--- config.mk ---
export PLATFORM = sky130hd
export DESIGN_NAME = alarm_sequencer
export DESIGN_NICKNAME = d
export VERILOG_FILES = /design/src/rtl/alarm_pkg.sv /design/src/rtl/alarm_timer.sv /design/src/rtl/alarm_sequencer.sv
export SDC_FILE = /design/constraint.sdc
export NUM_CORES = 1
export LEC_CHECK = 0
export ABC_AREA = 1
export BUFFER_PORTS_ARGS = -buffer_cell sky130_fd_sc_hd__buf_2
export CAP_MARGIN = 20
export CORE_UTILIZATION = 57
export CTS_BUF_LIST = sky130_fd_sc_hd__clkbuf_4
export DETAILED_ROUTE_END_ITERATION = 10
export GPL_ROUTABILITY_DRIVEN = 0
export PLACE_DENSITY = 0.81
export REMOVE_ABC_BUFFERS = 1
export SYNTH_ARGS = -nofsm -noshare
export SYNTH_HDL_FRONTEND = slang
export SYNTH_SLANG_ARGS = --single-unit
--- constraint.sdc ---
create_clock -name clock -period 1.7 [get_ports clock]
set_clock_uncertainty 0.05 [all_clocks]
set_input_delay 0.17 -clock clock [delete_from_list [all_inputs] [get_ports clock]]
set_output_delay 0.17 -clock clock [all_outputs]
set_load 0.01 [all_outputs]
--- src/rtl/alarm_pkg.sv ---
// -----------------------------------------------------------------------------
// alarm_pkg
// Shared definitions for the vehicle anti-theft alarm sequencer:
//   - state_e      : sequencer FSM states (values are visible on state_dbg)
//   - SEL_*        : parameter-select codes driven on the interval output
//   - anyDoorOpen  : helper combining both door contacts
// -----------------------------------------------------------------------------
package alarm_pkg;

  // Sequencer states. The encoding is exported on state_dbg, so it is fixed.
  typedef enum logic [2:0] {
    DISARMED   = 3'd0,
    WAIT_OPEN  = 3'd1,
    WAIT_CLOSE = 3'd2,
    ARM_DELAY  = 3'd3,
    ARMED      = 3'd4,
    TRIGGERED  = 3'd5,
    SOUND      = 3'd6
  } state_e;

  // Which stored time parameter the parameter block presents on value.
  localparam logic [1:0] SEL_ARM       = 2'b00;
  localparam logic [1:0] SEL_DRIVER    = 2'b01;
  localparam logic [1:0] SEL_PASSENGER = 2'b10;
  localparam logic [1:0] SEL_ALARM     = 2'b11;

  function automatic logic anyDoorOpen(input logic driverDoor, input logic passengerDoor);
    return driverDoor | passengerDoor;
  endfunction

endpackage

--- src/rtl/alarm_timer.sv ---
// -----------------------------------------------------------------------------
// alarm_timer
// Seconds countdown used by the timed states of the alarm sequencer.
// A start request arms a one-cycle load: on the following edge the counter
// takes the (by then settled) value bus. The counter then decrements on each
// one-second tick until it reaches zero; it never wraps.
//
// Ports:
//   clock          in   system clock
//   reset          in   asynchronous, active-low reset
//   start          in   request a (re)load of the counter
//   value          in   TIMER_W-bit time parameter in seconds
//   one_hz_enable  in   one-cycle tick per second
//   expired        out  counter is zero and no load is outstanding
// -----------------------------------------------------------------------------
module alarm_timer #(
  parameter int TIMER_W = 4
) (
  input  logic               clock,
  input  logic               reset,
  input  logic               start,
  input  logic [TIMER_W-1:0] value,
  input  logic               one_hz_enable,
  output logic               expired
);

  logic [TIMER_W-1:0] counter_q, counter_d;
  logic               loadPending_q, loadPending_d;

  // A start while a load is still pending simply keeps the load pending, so a
  // restart requested on every cycle (door held open) keeps postponing it.
  // Ticks arriving while a load is pending are discarded.
  always_comb begin
    counter_d     = counter_q;
    loadPending_d = loadPending_q;
    if (start) begin
      loadPending_d = 1'b1;
    end else if (loadPending_q) begin
      counter_d     = value;
      loadPending_d = 1'b0;
    end else if (one_hz_enable && (counter_q != '0)) begin
      counter_d = counter_q - TIMER_W'(1);
    end
  end

  always_ff @(posedge clock or negedge reset) begin
    if (!reset) begin
      counter_q     <= '0;
      loadPending_q <= 1'b0;
    end else begin
      counter_q     <= counter_d;
      loadPending_q <= loadPending_d;
    end
  end

  assign expired = (counter_q == '0) && !loadPending_q;

endmodule

--- src/rtl/alarm_sequencer.sv ---
// -----------------------------------------------------------------------------
// alarm_sequencer
// Control FSM of the vehicle anti-theft system: arming, entry delay and siren
// phases, selection of the time parameter presented by the parameter block,
// and registered siren / status LED drive. Contains the countdown timer.
//
// Ports:
//   clock           in   system clock
//   reset           in   asynchronous, active-low reset
//   ignition        in   ignition switch, 1 = on
//   driver_door     in   1 = driver door open
//   passenger_door  in   1 = passenger door open
//   reprogram       in   pulse after a parameter write, forces a re-arm
//   one_hz_enable   in   one-cycle tick per second
//   value           in   TIMER_W-bit selected time parameter
//   interval        out  parameter select (00 arm, 01 driver, 10 pass., 11 alarm)
//   siren           out  siren drive
//   status_led      out  armed indicator
//   state_dbg       out  current state encoding
//
// Build option:
//   STATUS_LED_BLINK_EN  when defined, status_led toggles on each tick while
//                        ARMED (0.5 Hz blink, starting dark on entry);
//                        otherwise it is a steady 1 while ARMED.
// -----------------------------------------------------------------------------
module alarm_sequencer
  import alarm_pkg::*;
#(
  parameter int TIMER_W = 4
) (
  input  logic               clock,
  input  logic               reset,
  input  logic               ignition,
  input  logic               driver_door,
  input  logic               passenger_door,
  input  logic               reprogram,
  input  logic               one_hz_enable,
  input  logic [TIMER_W-1:0] value,
  output logic [1:0]         interval,
  output logic               siren,
  output logic               status_led,
  output logic [2:0]         state_dbg
);

  state_e     state_q, state_d;
  logic [1:0] interval_q, interval_d;
  logic       siren_q, siren_d;
  logic       led_q, led_d;
  logic       timerStart;
  logic       expired;
  logic       doorOpen;

  assign doorOpen = anyDoorOpen(driver_door, passenger_door);

  alarm_timer #(
    .TIMER_W(TIMER_W)
  ) u_timer (
    .clock         (clock),
    .reset         (reset),
    .start         (timerStart),
    .value         (value),
    .one_hz_enable (one_hz_enable),
    .expired       (expired)
  );

  // Next-state logic. reprogram overrides everything, then ignition (in the
  // states that honour it), then door and expiry events. Every entry into a
  // timed state, and every restart within one, raises timerStart together
  // with the new interval so the parameter block can settle before the load.
  // ARMED has no ignition exit: only a door or reprogram leaves it.
  always_comb begin
    state_d    = state_q;
    interval_d = interval_q;
    timerStart = 1'b0;

    if (reprogram) begin
      state_d    = ARM_DELAY;
      interval_d = SEL_ARM;
      timerStart = 1'b1;
    end else begin
      unique case (state_q)
        DISARMED: begin
          if (!ignition) state_d = WAIT_OPEN;
        end
        WAIT_OPEN: begin
          if (ignition)         state_d = DISARMED;
          else if (driver_door) state_d = WAIT_CLOSE;
        end
        WAIT_CLOSE: begin
          if (ignition) begin
            state_d = DISARMED;
          end else if (!doorOpen) begin
            state_d    = ARM_DELAY;
            interval_d = SEL_ARM;
            timerStart = 1'b1;
          end
        end
        ARM_DELAY: begin
          if (ignition)      state_d = DISARMED;
          else if (doorOpen) state_d = WAIT_CLOSE;
          else if (expired)  state_d = ARMED;
        end
        ARMED: begin
          if (driver_door) begin
            state_d    = TRIGGERED;
            interval_d = SEL_DRIVER;
            timerStart = 1'b1;
          end else if (passenger_door) begin
            state_d    = TRIGGERED;
            interval_d = SEL_PASSENGER;
            timerStart = 1'b1;
          end
        end
        TRIGGERED: begin
          if (ignition) begin
            state_d = DISARMED;
          end else if (expired) begin
            state_d    = SOUND;
            interval_d = SEL_ALARM;
            timerStart = 1'b1;
          end
        end
        SOUND: begin
          if (ignition) begin
            state_d = DISARMED;
          end else if (doorOpen) begin
            timerStart = 1'b1;
          end else if (expired) begin
            state_d = ARMED;
          end
        end
        default: begin
          state_d    = ARMED;
          interval_d = SEL_ARM;
        end
      endcase
    end
  end

  // Outputs are computed from the next state so they register on the same
  // edge as the state change.
  always_comb begin
    siren_d = (state_d == SOUND);
`ifdef STATUS_LED_BLINK_EN
    if ((state_d != ARMED) || (state_q != ARMED)) begin
      led_d = 1'b0;
    end else if (one_hz_enable) begin
      led_d = ~led_q;
    end else begin
      led_d = led_q;
    end
`else
    led_d = (state_d == ARMED);
`endif
  end

  // Reset lands in ARMED with every output dark and the timer idle.
  always_ff @(posedge clock or negedge reset) begin
    if (!reset) begin
      state_q    <= ARMED;
      interval_q <= SEL_ARM;
      siren_q    <= 1'b0;
      led_q      <= 1'b0;
    end else begin
      state_q    <= state_d;
      interval_q <= interval_d;
      siren_q    <= siren_d;
      led_q      <= led_d;
    end
  end

  assign interval   = interval_q;
  assign siren      = siren_q;
  assign status_led = led_q;
  assign state_dbg  = state_q;

endmodule

Yosys cells after proc, flatten, opt, wreduce, memory -nomap -nowiden. Index checks and enable logic that the tools add are counted.

Bits of input ports: 11. Bits in registers: 12. Word-level logic and storage cells: 70. Output and inout port bits: 7.

Eq/ne operators: 14. Reduce and logical (&&, ||, !) cells: 10. Muxes and demuxes: 37. Add/subtract/negate cells: 1. Bitwise logic cells: 2.

Operators with widths (number): 2-to-1 mux 3 bit (15); one-hot mux 3 bit (7 select lines) (1); == test 3 bit (second input constant) (5); 2-to-1 mux 2 bit (7); != test 3 bit (second input constant) (4); 2-to-1 mux 1 bit (10); 2-to-1 mux 4 bit (2); one-hot mux 2 bit (4 select lines) (1); == test 3 x 2 -> 1 bit (second input constant) (2); AND reduction 6 bit (1); logical NOT 4 bit (1); != test 4 bit (second input constant) (1); one-hot mux 1 bit (4 select lines) (1); nonzero test 4 bit (1); OR reduction 4 bit (1); subtractor 4 x 1 -> 4 bit (second input constant) (1); == test 3 x 1 -> 1 bit (second input constant) (1); logical NOT 3 bit (1); logical AND 1 bit (2); != test 2 x 1 -> 1 bit (second input constant) (1); AND reduction 2 bit (1); nonzero test 2 bit (1); logical NOT 1 bit (1); inverter 1 bit (1); OR 1 bit (1).

Longest topological paths before layout. Gate-level depths: netlist (run 1).

Depth in word-level cells: 8. Depth in mapped cells: 10. Depth with buffers taken out: 10.

Hierarchy. A second synthesis (run 1) with hierarchy kept.

Cell total of the unflattened synthesis: 127. Area total of the unflattened synthesis: 869.6 um^2.

Modules (own cells, without submodules): alarm_sequencer (cells an instance 84, seq. area each 176.4 um^2, times used 1, area each 558.0 um^2); alarm_timer (cells an instance 43, seq. area each 125.1 um^2, times used 1, area each 311.5 um^2).

Least setup slack after synthesis (run 1). No wires, ideal clock.

Kind: reg2reg. From: register state_q[2], in the netlist state_dbg[2]. To: register u_timer.counter_q[0]. Period minus slack after synthesis: 1.449 ns. Cell stages (with the launch flop): 9. Buffers on the path: 1. Data arrival time: 1.282 ns. Required time: 1.533 ns. Setup time: 0.117 ns. Path slack: 0.251 ns. Cells stage by stage: dfstp_2 buf_2 nand3_1 nor2_2 nand2_4 nand2_4 nor2_8 nand4_1 nand2_1.

Cells in the longest elaborated chain, start to end: 5. Elaborated cells between the ends (all ways): 8. Those cells by class: eq/ne (4); mux (2); bitwise (1); reduce/logical (1).

RTL lines: start, declared (line alarm_sequencer.sv:45) `state_e state_q, state_d;`; start signal, assigned (line alarm_sequencer.sv:165) `state_q <= state_d;`; == test 3 bit or == test 3 x 2 -> 1 bit (tied branches) (line alarm_sequencer.sv:81) `unique case (state_q)`; one-hot mux 1 bit (4 select lines) (*) (line alarm_sequencer.sv:81); 2-to-1 mux 1 bit (*) (line alarm_sequencer.sv:76) `if (reprogram) begin`; inverter 1 bit (no source line) (*); AND reduction 2 bit (no source line) (*); end signal, assigned (line alarm_timer.sv:51) `counter_q <= counter_d;`; end, declared (line alarm_timer.sv:27) `logic [TIMER_W-1:0] counter_q, counter_d;`.

Mark *: on every way between the ends. The rest lies on a longest branch, timed or not. A chain may end at the register's enable or synchronous reset.

Worst setup path in the final report (run 1).
From: register u_timer.counter_q[0]. To: register u_timer.counter_q[2].

Cells in the longest elaborated chain, start to end: 8. Elaborated cells between the ends (all ways): 14. Those cells by class: add/sub (1); mux (6); bitwise (1); reduce/logical (6).

RTL lines: logical NOT 4 bit (line alarm_timer.sv:56) `assign expired = (counter_q == '0) && !loadPending_q;`; logical AND 1 bit (line alarm_timer.sv:56); 2-to-1 mux 1 bit (line alarm_sequencer.sv:117) `end else if (expired) begin`; 2-to-1 mux 1 bit (line alarm_sequencer.sv:115) `if (ignition) begin`; one-hot mux 1 bit (4 select lines) (line alarm_sequencer.sv:81); 2-to-1 mux 1 bit (line alarm_sequencer.sv:76); inverter 1 bit (no source line); AND reduction 2 bit (no source line).

Several ways; a longest one is shown, not always the timed one. The select of a mux whose other input is x is not followed.

==> flow_summary_export.csv, run 1 <==
group,metric,value,unit
cells_and_area,antenna_cells,0,
worst_setup_path,cp-end-kind,"register",
min_path,min-delay-start,"reprogram",
cts,cts_buffers,3,
worst_setup_path,r2r-start,"u_timer.counter_q[0]",
floorplan,num_rows,14,
worst_setup_path,crit_arrival,1660,ps
floorplan,initial_core_util,63.8,%
pwr,ir_worst_vdd,0.587,mV
pwr,total_power,0.000864,W
route,routed_via_density,5.61,
timing,fin_crit_sh,91.0,%
global_route,grt_pass1_wl,3540,µm
route,dr_wl_met3,144,µm
global_route,grt_max_degree,14,
worst_setup_path,cp-startpoint,"u_timer.counter_q[0]",
timing,fmax,646,MHz
route,remaining_drc_errors,3,
route,first_iter_violations,33,
min_path,hp-class,"in2reg",
route,dr.pass1.iters,8,
logic_synthesis,ys_seq_area_share,30.3,%
timing,setup_violations,0,
worst_setup_path,cp.required,1820,ps
logic_synthesis,synthDominantCellAreaShare,27.7,%
worst_setup_path,path_max_fanout,8,
route,wl_met1,876,µm
floorplan,core-area,0.00156,mm²
cts,cts-root-buf,"clkbuf_4",
status,outcome,"finished, violations left",
route,dr_total_vias,1005,
logic_synthesis,post_synth_num_cell_types,25,
worst_setup_path,path_buf_inv,2,
worst_setup_path,max_stage_delay,370,ps
cells_and_area,instances_no_fill,179,
route,wl,2100,µm
logic_synthesis,syn_inst,144,
timing,tns,0,ps
timing,min_period,1550,ps
logic_synthesis,ys.flop_type,"dfrtp_1",
cts,cts_setup_buffers,0,
floorplan,die_w,43.8,µm
cells_and_area,n_fill_cell,121,
logic_synthesis,yosysWarnings,0,
logic_synthesis,ys_seq_elements,12,
pwr,p_seq_share,44.0,%
timing,relSlewSlack,72.0,%
placed_design,hpwl,1610,µm
floorplan,io_pins,18,
timing,rsz0062_at_grt,"false",
logic_synthesis,synth_area_leader_cell,"dfrtp_1",
cells_and_area,drive_above_1_share,30.1,%
pwr,clkPwrFrac,20.0,%
floorplan,die_h,43.8,µm
logic_synthesis,postSynthAreaPerCell,6.91,µm²
worst_setup_path,crit_type,"reg2reg",
cts,cts_max_level,1,
pwr,p_sw_share,39.0,%
placed_design,dp_cells,174,
pwr,p_int,0.000527,W
cts,cts_tree,"done",
route,wl_met2,1040,µm
timing,worstMarginPinSlew,420,ps
pwr,comb_power_share,36.0,%
cts,clk_latency,270,ps
logic_synthesis,synth_edf_count,0,
worst_setup_path,cp_slowest_cell,"dfrtp_1",
route,highest_layer,"met4",
pwr,power.density,773,mW/mm²
status,failed_checks,"design-rule violations",
route,drt.antenna.violating_nets,0,
cells_and_area,syn2layout_area_growth,12.3,%
floorplan,die_area,0.00192,mm²
logic_synthesis,synth.top_cells.by_area,"dfrtp_1 28%, nand2_1 16%, nand4_1 6.9%",
global_route,grt-ovfl-total,0,
pwr,switching_power,0.000337,W
cells_and_area,final_common_cell,"nand2_1",
cts,clkTransAtPathRegs,70,ps
global_route,first_global_vias,857,
pwr,p_leak,0.664,nW
cts,cts_sinks,12,
timing,finalHoldViolCount,0,
route,wl_per_cell,11.7,µm
cells_and_area,fin_nets,177,
placed_design,io_buffers,17,
global_route,antenna_found_initial,0,
cells_and_area,layout_common_cells,"43 x nand2_1, 17 x buf_2, 13 x nor2_1, 11 x inv_1, 11 x nand4_1",
worst_setup_path,cp_cell_sequence,"inv_1 > ha_1 > nand3_4 > inv_4 > nand2_4 > nand2_4 > nor2_8 > nand3_4 > nand2_1 > nand2_1",
timing,drv_slew,0,
logic_synthesis,async_reset_ff_share,100,%
cts,clock_path_buffers,2,
worst_setup_path,worstSetupStartpointType,"register",
worst_setup_path,path_delay_family,"simple AND/OR/NAND/NOR gates",
flow_run,drv_cap,0,
global_route,grtUsageTotal,26.2,%
logic_synthesis,syn-cell-area,995,µm²
## per-layer routing
| layer | global-route usage, % | vias to the layer above |
|---|---|---|
| li1 | - | 501 |
| met4 | 13.1 | 0 |
| met3 | 7.50 | 4 |
| met5 | 0 | - |
| met2 | 42.4 | 32 |
| met1 | 31.6 | 468 |
## Yosys cell counts, types with 2 or more instances
master / number
a21oi_1: 4
dfrtp_1: 11
ha_1: 2
inv_1: 11
inv_2: 7
nand2_1: 43
nand2_2: 4
nand2_4: 4
nand3_1: 10
nand3_4: 2
nand4_1: 11
nor2_1: 13
nor2_2: 5
o21ai_0: 4
o21ai_1: 3
## path summary, 6_finish.rpt
path / to / slack (ps) / depth (start not counted)
hold reg to reg: u_timer.counter_q[0] / 470 / 2
setup / recovery: u_timer.counter_q[2] / 150 / 10
hold / removal: interval[0] / 30 / 2
setup reg to reg: u_timer.counter_q[2] / 150 / 10
max in group asynchronous: state_dbg[2] / 1090 / 2
min in group asynchronous: u_timer.counter_q[0] / 240 / 2
## power groups by stage
stage          clock [W]  sequential (W)  combinational (W)
2_1_floorplan          0        0.000374           0.000230
3_3_place_gp           0        0.000382           0.000301
3_5_place_dp           0        0.000383           0.000308
4_1_cts         0.000185        0.000378           0.000313
5_1_grt         0.000196        0.000386           0.000355
6_report        0.000173        0.000380           0.000311
## layout make-up
cell class / count / area, µm² / area share, %
multi-input combinational: 109 / 592 / 53.0
inverter: 19 / 73.8 / 6.61
sequential: 12 / 303 / 27.1
tap: 16 / 20.0 / 1.79
clock buffer: 3 / 22.5 / 2.02
clock inverter: 1 / 3.75 / 0.336
timing repair buffer: 19 / 103 / 9.18
## state kept, by name (all words and copies together), names as in the netlist
| name | flops |
|---|---|
| siren | 1 |
| status_led | 1 |
| state_dbg | 3 |
| u_timer.counter_q | 4 |
| u_timer.loadPending_q | 1 |
| interval | 2 |
## kinds of logic (layout without fill, tap and decap cells)
logic type	count (synthesis)	after routing	synth area share, %
fa+ha+maj	2	2	2.52
compound gates	12	12	6.29
simple gates	95	95	50.7
buf+inv	23	42	10.2
flops	12	12	30.3
## timing repair
item,4_1_cts,5_1_grt
hold buffers,1,0
endpoints found under the setup margin,0,1
endpoints found under the hold margin,12,0
gates resized for setup,0,1
## per-stage QoR
| stage | util, % | setup WS [ps] | cell area [µm²] | hold WS, ps |
|---|---|---|---|---|
| after floorplan | - | 270 | 967 | -176 |
| after global placement | 69.3 | 222 | 1080 | 4.25 |
| after detailed placement | 69.3 | 184 | 1080 | 6.22 |
| after CTS | 71.6 | 152 | 1120 | 13.4 |
| after global routing | 71.7 | 25.6 | 1120 | 37.1 |
| final | 71.7 | 153 | 1120 | 30.1 |
No activity file was read; power rests on OpenSTA's default activity.
==> run 2, diff against run 1 <==
--- a/config.mk
+++ b/config.mk
@@ -5,14 +5,12 @@
 export SDC_FILE = /design/constraint.sdc
 export NUM_CORES = 1
 export LEC_CHECK = 0
-export ABC_AREA = 1
 export BUFFER_PORTS_ARGS = -buffer_cell sky130_fd_sc_hd__buf_2
-export CAP_MARGIN = 20
-export CORE_UTILIZATION = 57
+export CORE_UTILIZATION = 55
 export CTS_BUF_LIST = sky130_fd_sc_hd__clkbuf_4
 export DETAILED_ROUTE_END_ITERATION = 10
 export GPL_ROUTABILITY_DRIVEN = 0
-export PLACE_DENSITY = 0.81
+export PLACE_DENSITY = 0.8
 export REMOVE_ABC_BUFFERS = 1
 export SYNTH_ARGS = -nofsm -noshare
 export SYNTH_HDL_FRONTEND = slang
==> run 2 against run 1 <==
The run ends with negative setup slack left. Critical endpoint is now u_timer.counter_q[0]. First-iteration DRC count grew to 4.4 times the previous value. Die area is 8.9% lower. Utilization grew 26 points. Total power increased by 19%. Critical path type unchanged. Final cell count shrank 12%. Synthesized cell count down 33%. Design area up 20%.
==> flow_summary_export.csv, run 2 <==
group,metric,value,unit
cts,cts_sinks,12,
timing,relSlewSlack,67.1,%
logic_synthesis,postSynthAreaPerCell,8.98,µm²
route,dr.pass1.iters,6,
status,outcome,"finished, violations left",
worst_setup_path,crit_arrival,2240,ps
route,wl,4340,µm
pwr,comb_power_share,45.8,%
global_route,grt_max_degree,14,
cells_and_area,largest_reg_flops,4,
cells_and_area,fin_area,0.00135,mm²
cts,cts-root-buf,"clkbuf_4",
floorplan,die_h,41.8,µm
global_route,first_global_vias,967,
pwr,power.density,763,mW/mm²
timing,fin_crit_sh,123,%
logic_synthesis,synth_area_leader_cell,"dfrtp_1",
floorplan,io_pins,18,
flow_run,drv_cap,0,
logic_synthesis,syn-cell-area,871,µm²
logic_synthesis,post_synth_num_cell_types,44,
route,wl_per_cell,27.7,µm
pwr,p_int,0.000623,W
timing,fin_ws,-397,ps
logic_synthesis,synth_edf_count,0,
worst_setup_path,crit_type,"reg2reg",
cts,clk_latency,300,ps
pwr,p_leak,0.603,nW
floorplan,core-area,0.00138,mm²
worst_setup_path,path_max_fanout,5,
route,remaining_drc_errors,0,
worst_setup_path,worstSetupStartpointType,"register",
cells_and_area,layout_common_cells,"27 x buf_4, 17 x buf_2, 11 x dfrtp_1, 8 x nor2_1, 5 x nor4_1",
logic_synthesis,yosysWarnings,0,
timing,rsz0062_at_grt,"true",
worst_setup_path,r2r-start,"u_timer.counter_q[0]",
cts,cts_buffers,3,
global_route,antenna_found_initial,0,
placed_design,hpwl,1750,µm
route,routed_via_density,7.92,
timing,worstMarginPinSlew,492,ps
worst_setup_path,cp-startpoint,"u_timer.counter_q[0]",
logic_synthesis,ys_seq_area_share,34.6,%
global_route,grtUsageTotal,34.1,%
floorplan,num_rows,13,
cts,clock_path_buffers,2,
cells_and_area,syn2layout_area_growth,54.5,%
pwr,switching_power,0.000404,W
worst_setup_path,cp.required,1840,ps
pwr,p_seq_share,33.5,%
cells_and_area,fin_nets,156,
cts,cts_tree,"done",
placed_design,placed_area,0.00113,mm²
floorplan,die_area,0.00175,mm²
logic_synthesis,async_reset_ff_share,100,%
floorplan,initial_core_util,63.0,%
status,failed_checks,"negative setup slack",
global_route,grt-ovfl-total,0,
logic_synthesis,syn_inst,97,
logic_synthesis,ys.flop_type,"dfrtp_1",
pwr,ir_worst_vdd,0.563,mV
logic_synthesis,synth_common_cells,"11 x dfrtp_1, 8 x nor2_1, 7 x nor4_1, 6 x inv_1",
worst_setup_path,cp-end-kind,"register",
pwr,clkPwrFrac,20.7,%
cts,clkTransAtPathRegs,90,ps
timing,setup_violations,12,
floorplan,die_w,41.8,µm
route,dr_total_vias,1244,
cts,cts_max_level,1,
cells_and_area,final_common_cell,"buf_4",
cells_and_area,drive_above_1_share,52.1,%
route,drt.antenna.violating_nets,0,
logic_synthesis,ys_seq_elements,12,
timing,finalHoldViolCount,0,
logic_synthesis,yosysMostFrequentCell,"dfrtp_1",
pwr,p_sw_share,39.3,%
min_path,hp-class,"in2reg",
min_path,min-delay-start,"value[1]",
timing,fmax,477,MHz
placed_design,io_buffers,17,
logic_synthesis,synthDominantCellAreaShare,31.6,%
cells_and_area,fin_util,97.3,%
global_route,grt_pass1_wl,4460,µm
cells_and_area,regMostFlops,"u_timer.counter_q",
logic_synthesis,synth.top_cells.by_area,"dfrtp_1 32%, nor4_1 5.0%, a2111o_1 3.9%",
timing,min_period,2100,ps
route,first_iter_violations,146,
timing,drv_slew,0,
cells_and_area,antenna_cells,0,
-- run 2: stage by stage --
| stage | hold slack (ps) | total power (W) | setup TNS [ps] | setup slack [ps] | instances |
|---|---|---|---|---|---|
| after floorplan | -176 | 0.000480 | -1250 | -287 | 90 |
| after global placement | 3.06 | 0.000622 | -1630 | -306 | 147 |
| after detailed placement | 8.65 | 0.000638 | -2270 | -419 | 147 |
| after CTS | 102 | 0.000906 | -1520 | -254 | 155 |
| after global routing | 230 | 0.00106 | -3020 | -412 | 157 |
| final | 233 | 0.00103 | -3030 | -397 | 157 |
-- run 2: path summary, 6_finish.rpt --
| kind | to | slack, ps | cells past startpoint |
|---|---|---|---|
| max | u_timer.counter_q[0] | -400 | 6 |
| min | u_timer.counter_q[1] | 230 | 3 |
| max reg2reg | u_timer.counter_q[0] | -400 | 6 |
| min reg2reg | interval[1] | 490 | 1 |
| max in group asynchronous | state_dbg[2] | 1060 | 2 |
| min in group asynchronous | state_dbg[1] | 250 | 2 |
-- run 2: final cells by class --
| cell class | instances | area [µm²] |
|---|---|---|
| inverter | 6 | 22.5 |
| sequential | 12 | 302 |
| clock buffer | 3 | 22.5 |
| clock inverter | 1 | 3.75 |
| fill | 28 | 37.5 |
| tap | 15 | 18.8 |
| multi-input combinational | 73 | 656 |
| timing repair buffer | 47 | 320 |
-- run 2: cells by family (layout without fill, tap and decap cells) --
| kind of cell | after synthesis | count (layout) | share of synthesized area, % |
|---|---|---|---|
| simple gates | 45 | 45 | 32.5 |
| compound gates | 24 | 25 | 22.7 |
| buf+inv | 13 | 57 | 6.32 |
| flops | 12 | 12 | 34.6 |
| fa+ha+maj | 2 | 2 | 2.87 |
| xor+xnor | 1 | 1 | 1.01 |
-- run 2: layer usage --
layer,part of all wire (%),track usage (%),routed length (µm)
met2,40,56.3,1750
met3,14,8.26,598
met4,14,21.9,610
met1,32,39.0,1390
met5,0,0,0
-- run 2: power groups by stage --
stage / combinational, W / clock, W / sequential (W)
2_1_floorplan: 0.000126 / 0 / 0.000355
3_3_place_gp: 0.000285 / 0 / 0.000337
3_5_place_dp: 0.000299 / 0 / 0.000340
4_1_cts: 0.000374 / 0.000195 / 0.000337
5_1_grt: 0.000486 / 0.000234 / 0.000342
6_report: 0.000471 / 0.000213 / 0.000343
-- run 2: critical path, cell delays in order (launching register included) --
cell	delay, ps
dfrtp_1	430
inv_2	110
ha_4	130
or4b_4	510
o22ai_4	280
nor4_1	110
a2111o_1	370
-- run 2: timing repair --
item,4_1_cts,5_1_grt
gates cloned,1,0
hold buffers,1,0
resized for setup,16,13
pin swaps,10,10
endpoints found under the setup margin,10,12
hold endpoints to repair,12,0
setup buffers,3,4
